## src/rtl/adc_pkg.sv

```systemverilog
`timescale 1ns/1ps
`default_nettype none
// ============================================================================
// Module : adc_pkg
// Brief  : Shared ADC constants and receiver FSM state encoding.
// Rev    : 1.0  initial release
// ============================================================================
package adc_pkg;

    localparam int   SAMPLE_WIDTH = 10;
    localparam logic CH_ONE       = 1'b0;
    localparam logic CH_TWO       = 1'b1;

    typedef enum logic [1:0] {
        IDLE   = 2'd0,
        SHIFT  = 2'd1,
        COMMIT = 2'd2
    } state_t;

endpackage
`default_nettype wire

```

## src/rtl/sample_out_stage.sv

```systemverilog
`timescale 1ns/1ps
`default_nettype none
// ============================================================================
// Module : sample_out_stage
// Brief  : Single-entry valid/ready output register with sticky overrun flag.
// Rev    : 1.0  initial release
// ============================================================================
module sample_out_stage #(
    parameter int WIDTH = 10
) (
    input  logic             clk,
    input  logic             rst,
    input  logic             load,
    input  logic [WIDTH-1:0] load_data,
    input  logic             load_channel,
    input  logic             ready,
    output logic [WIDTH-1:0] data,
    output logic             channel,
    output logic             valid,
    output logic             overrun
);

    logic w_accept;

    // Space is available when empty or when the held word drains this cycle.
    assign w_accept = !valid || ready;

    always_ff @(posedge clk or posedge rst) begin
        if (rst) begin
            data    <= '0;
            channel <= 1'b0;
            valid   <= 1'b0;
            overrun <= 1'b0;
        end else if (load) begin
            if (w_accept) begin
                data    <= load_data;
                channel <= load_channel;
                valid   <= 1'b1;
            end else begin
                overrun <= 1'b1;
            end
        end else if (valid && ready) begin
            valid <= 1'b0;
        end
    end

endmodule
`default_nettype wire

```

## src/rtl/adc_frame_receiver.sv

```systemverilog
`timescale 1ns/1ps
`default_nettype none
// ============================================================================
// Module : adc_frame_receiver
// Brief  : Reassembles serial ADC frames into channel-tagged sample words.
// Rev    : 1.0  initial release
// ============================================================================
module adc_frame_receiver
    import adc_pkg::*;
#(
    parameter int WIDTH     = SAMPLE_WIDTH,
    parameter bit MSB_FIRST = 1'b1
) (
    input  logic             clk,
    input  logic             restart,
    input  logic             frame_start,
    input  logic             channel_sel,
    input  logic             shift_edge,
    input  logic             serial_in,
    output logic [WIDTH-1:0] sample_out,
    output logic             sample_channel,
    output logic             sample_valid,
    input  logic             sample_ready,
    output logic [WIDTH-1:0] last_one,
    output logic [WIDTH-1:0] last_two,
    output logic             overrun,
    output logic             frame_err
);

    localparam int CNT_W = $clog2(WIDTH + 1);

    state_t           r_state;
    state_t           w_state_next;
    logic [CNT_W-1:0] r_bit_cnt;
    logic [WIDTH-1:0] r_shreg;
    logic [WIDTH-1:0] w_shreg_next;
    logic             r_channel;
    logic             r_frame_err;
    logic             w_start;
    logic             w_shift;
    logic             w_commit;
    logic             w_err;

    generate
        if (MSB_FIRST) begin : g_msb_first
            assign w_shreg_next = {r_shreg[WIDTH-2:0], serial_in};
        end else begin : g_lsb_first
            assign w_shreg_next = {serial_in, r_shreg[WIDTH-1:1]};
        end
    endgenerate

    always_ff @(posedge clk or posedge restart) begin
        if (restart) begin
            r_state <= IDLE;
        end else begin
            r_state <= w_state_next;
        end
    end

    // frame_start always takes priority over a coincident shift strobe.
    always_comb begin
        w_state_next = r_state;
        w_start      = 1'b0;
        w_shift      = 1'b0;
        w_commit     = 1'b0;
        w_err        = 1'b0;
        case (r_state)
            IDLE: begin
                if (frame_start) begin
                    w_start      = 1'b1;
                    w_state_next = SHIFT;
                end
            end
            SHIFT: begin
                if (frame_start) begin
                    w_start = 1'b1;
                    w_err   = (r_bit_cnt != '0);
                end else if (shift_edge) begin
                    w_shift = 1'b1;
                    if (r_bit_cnt == CNT_W'(WIDTH - 1)) begin
                        w_state_next = COMMIT;
                    end
                end
            end
            COMMIT: begin
                w_commit = 1'b1;
                if (frame_start) begin
                    w_start      = 1'b1;
                    w_state_next = SHIFT;
                end else begin
                    w_state_next = IDLE;
                end
            end
            default: begin
                w_state_next = IDLE;
            end
        endcase
    end

    always_ff @(posedge clk or posedge restart) begin
        if (restart) begin
            r_bit_cnt   <= '0;
            r_shreg     <= '0;
            r_channel   <= CH_ONE;
            r_frame_err <= 1'b0;
            last_one    <= '0;
            last_two    <= '0;
        end else begin
            r_frame_err <= w_err;
            if (w_start) begin
                r_bit_cnt <= '0;
                r_shreg   <= '0;
                r_channel <= channel_sel;
            end else if (w_shift) begin
                r_bit_cnt <= r_bit_cnt + CNT_W'(1);
                r_shreg   <= w_shreg_next;
            end
            if (w_commit) begin
                if (r_channel == CH_ONE) begin
                    last_one <= r_shreg;
                end else begin
                    last_two <= r_shreg;
                end
            end
        end
    end

    assign frame_err = r_frame_err;

    sample_out_stage #(
        .WIDTH(WIDTH)
    ) u_out_stage (
        .clk          (clk),
        .rst          (restart),
        .load         (w_commit),
        .load_data    (r_shreg),
        .load_channel (r_channel),
        .ready        (sample_ready),
        .data         (sample_out),
        .channel      (sample_channel),
        .valid        (sample_valid),
        .overrun      (overrun)
    );

endmodule
`default_nettype wire

```

## config.mk

```make
export PLATFORM = sky130hd
export DESIGN_NAME = adc_frame_receiver
export DESIGN_NICKNAME = d
export VERILOG_FILES = /design/src/rtl/adc_pkg.sv /design/src/rtl/sample_out_stage.sv /design/src/rtl/adc_frame_receiver.sv
export SDC_FILE = /design/constraint.sdc
export NUM_CORES = 1
export LEC_CHECK = 0
export ABC_AREA = 1
export CAP_MARGIN = 20
export CORE_MARGIN = 5
export CORE_UTILIZATION = 50
export DETAILED_ROUTE_END_ITERATION = 16
export PLACE_DENSITY_LB_ADDON = 0.12
export SYNTH_ARGS = -nofsm -noshare
export SYNTH_HDL_FRONTEND = slang
export SYNTH_SLANG_ARGS = --single-unit
```

## constraint.sdc

```tcl
create_clock -name clk -period 2.03 [get_ports clk]
set_input_delay 0.5075 -clock clk [delete_from_list [all_inputs] [get_ports clk]]
set_output_delay 0.5075 -clock clk [all_outputs]
set_load 0.02 [all_outputs]
```

# == Word level (Yosys, flattened, before mapping) ==
# Cells that the tools add are included.
# W data, S select, Z words.
# totals
word_cells,57
regBits,51
in_bits,7
# op_classes
n_eq_ne,8
muxes,21
reduce_logical,14
addsub,1
n_bitwise,2
# op_table
op,n
$mux W10,2
$mux W1,12
$ne A2 B2 Y1 const B,5
$reduce_and A2 Y1,5
$mux W2,4
$mux W4,2
$pmux W2 S3,1
$add A4 B1 Y4 const B,1
$eq A4 B4 Y1 const B,1
$reduce_and A4 Y1,1
$reduce_bool A2 Y1,2
$reduce_bool A4 Y1,1
$reduce_or A3 Y1,1
$eq A2 B1 Y1 const B,1
$eq A2 B2 Y1 const B,1
$logic_not A2 Y1,1
$not A1 Y1,2
$logic_and A1 B1 Y1,1
$logic_not A1 Y1,1
$logic_or A1 B1 Y1,1

# == Logic depth before layout (Yosys ltp) ==
# logic_depth
ltp_word,5
ltp_mapped,7
depth_no_buf,6

# == By module ==
# From an unflattened synthesis, not the netlist that was laid out.
# unflattened
hier_cells,208
area_unflattened_um2,2093.3
# modules_own_cells
mod,seq_area_each_um2,n_inst,cells_per_inst,area_per_inst_um2
adc_frame_receiver,950.9,1,152,1555.2
sample_out_stage,325.3,1,56,538.0

# == Worst setup path before layout ==
# OpenSTA, ideal clock, no wires.
# synth_timing
path_type,input to register
from,input frame_start
to,register r_shreg[9]
cell_stages,7
setup_ns,0.119
arrival_ns,1.045
slack_ns,0.867
cell_sequence,inv_1 nand2_2 inv_1 nand2_1 nand2_4 buf_6 o21ai_2
# synth_via
elab_chain_cells,3
word_cells_on_any_way,6
classes_between,mux: 5; reduce/logical: 1
# synth_lines
element,line,rtl
from (decl),adc_frame_receiver.sv:16,"input logic frame_start,"
$mux W1 (on tied branches),"adc_frame_receiver.sv:69, adc_frame_receiver.sv:75, adc_frame_receiver.sv:87",
$mux W1 (on tied branches),n/a,
$mux W10 / $reduce_bool A2 Y1 (equally long branches),n/a,
to (signal assigned),adc_frame_receiver.sv:116,r_shreg <= w_shreg_next;
to (decl),adc_frame_receiver.sv:35,logic [WIDTH-1:0] r_shreg;
# Several ways; a longest one is shown, not always the timed one.
# A chain may end at the register's enable or synchronous reset.

# == Worst setup path in the final report ==
# layout_timing
from,register last_one[2]
to,output last_one[2]
# layout_rtl
element,line,rtl
from (decl),adc_frame_receiver.sv:24,"output logic [WIDTH-1:0] last_one,"
from (signal assigned),adc_frame_receiver.sv:120,last_one <= r_shreg;
# No word-level cell between the ends.

==> reports/qor.csv <==
stage,metric,value,unit
timing,period_share,88.3,%
logic_synthesis,synth_nets,210,
die,dieArea,5440,µm²
critical_path,crit_buf_inv,1,
clock_tree,clk_path_buf_depth,2,
layout,area_growth,25.7,%
pwr,pwr-share-comb,5.5,%
layout,final_area,2560,µm²
layout,final_layout_size_suffix_gt1_share,10.7,%
layout,fill_cells,310,
logic_synthesis,yosys_register_bits,51,
timing,fmax,558,MHz
critical_path,end_kind,primary output,
die,rows,23,
clock_tree,cts_buffers,5,
global_routing,antenna_found_initial,0,
critical_path,path_cells,clkdlybuf4s50_1,
placement,routabilityCongestion,0.771,
clock_tree,cts_tree,yes,
global_routing,met2_usage,25.0,%
global_routing,grt_pass1_vias,1422,
pwr,p_switching,0.365,mW
job,maxCapViolCount,0,
timing,setup_tns,0,ns
critical_path,critPathMaxStageDelay,0.62,ns
die,fp.dieW,73.8,µm
detailed_routing,dr.pass1.iters,4,
timing,hold_viol,0,
pwr,switching_share,21.9,%
logic_synthesis,synth.distinct_cells,22,
critical_path,crit_path_start_kind,register,
layout,multi_input_area,626,µm²
placement,dp_hpwl,2.80,mm
timing,slew_violations,0,
logic_synthesis,netlist_instances,200,
die,core,3970,µm²
critical_path,path_class,register to primary output,
run_status,status,"finished, final reports clean",
clock_tree,htreeDepth,2,
placement,dp_slack,0.221,ns
layout,final_core_util,64.4,%
placement,io_buffers,40,
logic_synthesis,synth-seq-area-share,62.8,%
timing,setup_violations,0,
detailed_routing,routed_via_density,5.02,
logic_synthesis,yosys_warnings,0,
detailed_routing,drtIter0Drc,102,
detailed_routing,wl_per_cell,13.6,µm
global_routing,use_met3,3.83,%
timing,setup_slack,0.238,ns
critical_path,path_delay_family,buffers and inverters,
timing,fin_crit,1.79,ns
placement,placed_cells,284,
timing,max_slew.worst_pin.slew,0.681,ns
logic_synthesis,syn_area,2030,µm²
pwr,power_leakage,1.14,nW
timing,skew,0.00611,ns
layout,insertedDiodeCount,0,
die,io_pins,41,
global_routing,overflow,0,
critical_path,crit_slowest_cell,clkdlybuf4s50_1,
layout,finalNonFillerCells,292,
min_path,hold_class,register to register,
critical_path,worstPathRequired,1.52,ns
pwr,power.density,651,nW/µm²
pwr,p_clk_share,32.5,%
critical_path,crit_path_max_fanout,2,
pwr,ir_drop,373,µV
detailed_routing,wl,3.96,mm
critical_path,cp.arrival,1.28,ns
global_routing,grt_pass1_wl,6.51,mm
global_routing,grtUsageTotal,15.8,%
detailed_routing,via_count,1467,
timing,hold_slack,0.487,ns
clock_tree,numClockSinks,51,
pwr,intPower,1.30,mW
die,die_h,73.8,µm
layout,seqCellArea,1280,µm²
layout,nets,251,
clock_tree,clk_pin_slew_worst_paths,0.09,ns
placement,placed_area,2470,µm²
global_routing,grtUsageMet1,21.0,%
timing,relSlewSlack,54.5,%
detailed_routing,remaining_drc_errors,0,
clock_tree,cts_resized,0,
global_routing,grt_max_degree,52,
pwr,power,1.66,mW
die,start_util,51.2,%
clock_tree,post-cts-setup-buffer-count,0,
clock_tree,ctsHoldBuffers,0,
clock_tree,clk_latency,0.30,ns
timing,rsz0062_at_grt,no,
detailed_routing,postRouteAntennaNets,0,
clock_tree,root_buffer,clkbuf_8,
logic_synthesis,synth.avg_cell_area,10.2,µm²
pwr,seq_power_share,62.0,%
global_routing,top_usage_layer,met2,
-- power by group through the flow --
stage	Sequential [mW]	Combinational, mW	Clock, mW
after floorplan	1.05	0.0588	0
after global placement	1.05	0.0889	0
after detailed placement	1.05	0.0930	0
after CTS	1.03	0.0931	0.556
after global routing	1.03	0.103	0.593
final	1.03	0.0909	0.541
-- layout by cell type, fill, tap and decap left out, types with 2 or more instances in the layout --
master,n
nor2_1,5
clkdlybuf4s50_1,40
nand3_1,7
o21ai_2,10
o21ai_0,28
clkbuf_1,2
clkbuf_8,5
inv_1,19
dfrtp_1,51
o21ai_1,6
inv_2,3
a21oi_1,2
ha_1,3
nand2_2,2
nand2_1,49
-- worst paths after layout --
path                                                 start  slack [ns]  depth (start not counted)                               to
min                        u_out_stage.data[4]$_DFFE_PP0P_        0.49                          2  u_out_stage.data[4]$_DFFE_PP0P_
min reg2reg                u_out_stage.data[4]$_DFFE_PP0P_        0.49                          2  u_out_stage.data[4]$_DFFE_PP0P_
min in group asynchronous                          restart        0.57                          3          last_one[9]$_DFFE_PP0P_
max reg2reg                         r_state[0]$_DFFE_PP0P_        0.54                          6          last_one[5]$_DFFE_PP0P_
max                                last_one[2]$_DFFE_PP0P_        0.24                          1                      last_one[2]
max in group asynchronous                          restart        1.24                          3         r_bit_cnt[3]$_DFFE_PP0P_
-- sequential cells by signal (all words and copies together), names as in the netlist, 2 cells and up --
name              count
r_state               2
last_one             10
last_two             10
u_out_stage.data     10
r_bit_cnt             4
r_shreg              10
-- Yosys cell counts --
library cell  count  share of area, %
nand2_2           2              0.62
o21ai_0          28               6.9
inv_1            20               3.7
o21bai_1          1              0.37
o21ai_4           1              0.80
a211oi_1          1              0.37
nor2_1            5              0.92
xor2_1            1              0.43
a21oi_1           2              0.49
o21ai_2          10               4.3
nand3_1           7               1.7
nand2_1          49               9.0
o21ai_1           6               1.5
nor2_4            1              0.55
buf_2             6               1.5
inv_2             2              0.37
buf_4             1              0.37
nand2_4           1              0.55
ha_1              3               1.8
dfrtp_1          51                63
buf_6             1              0.55
o211ai_1          1              0.37
-- tightest hold or removal path, delay by kind of cell (launching register included) --
family | cells | cell delay, ns
AO/OA/AOI/OAI | 1 | 0.06
AND/OR/NAND/NOR | 1 | 0.05
flip-flops | 1 | 0.35
-- cell families after synthesis --
| group | Yosys count | synth area share, % |
|---|---|---|
| AND/OR/NAND/NOR | 65 | 13.4 |
| flip-flops | 51 | 62.8 |
| AO/OA/AOI/OAI | 50 | 15.1 |
| buffers and inverters | 30 | 6.46 |
| adder cells (fa/ha/maj) | 3 | 1.85 |
| XOR/XNOR | 1 | 0.431 |
-- area by class of cell --
class,count,share of cell area [%]
clock buffers,7,2.99
multi-input cells,119,24.5
inverters,22,3.23
flip-flops and latches,51,49.9
well taps,50,2.45
repair buffers,42,16.7
clock inverters,1,0.196
-- layer usage --
metal,wire length (µm),up-vias
met3,256,4
met4,31,0
met5,0,-
met1,1720,689
met2,1950,55
li1,-,719
No activity file was read; power rests on OpenSTA's default activity.
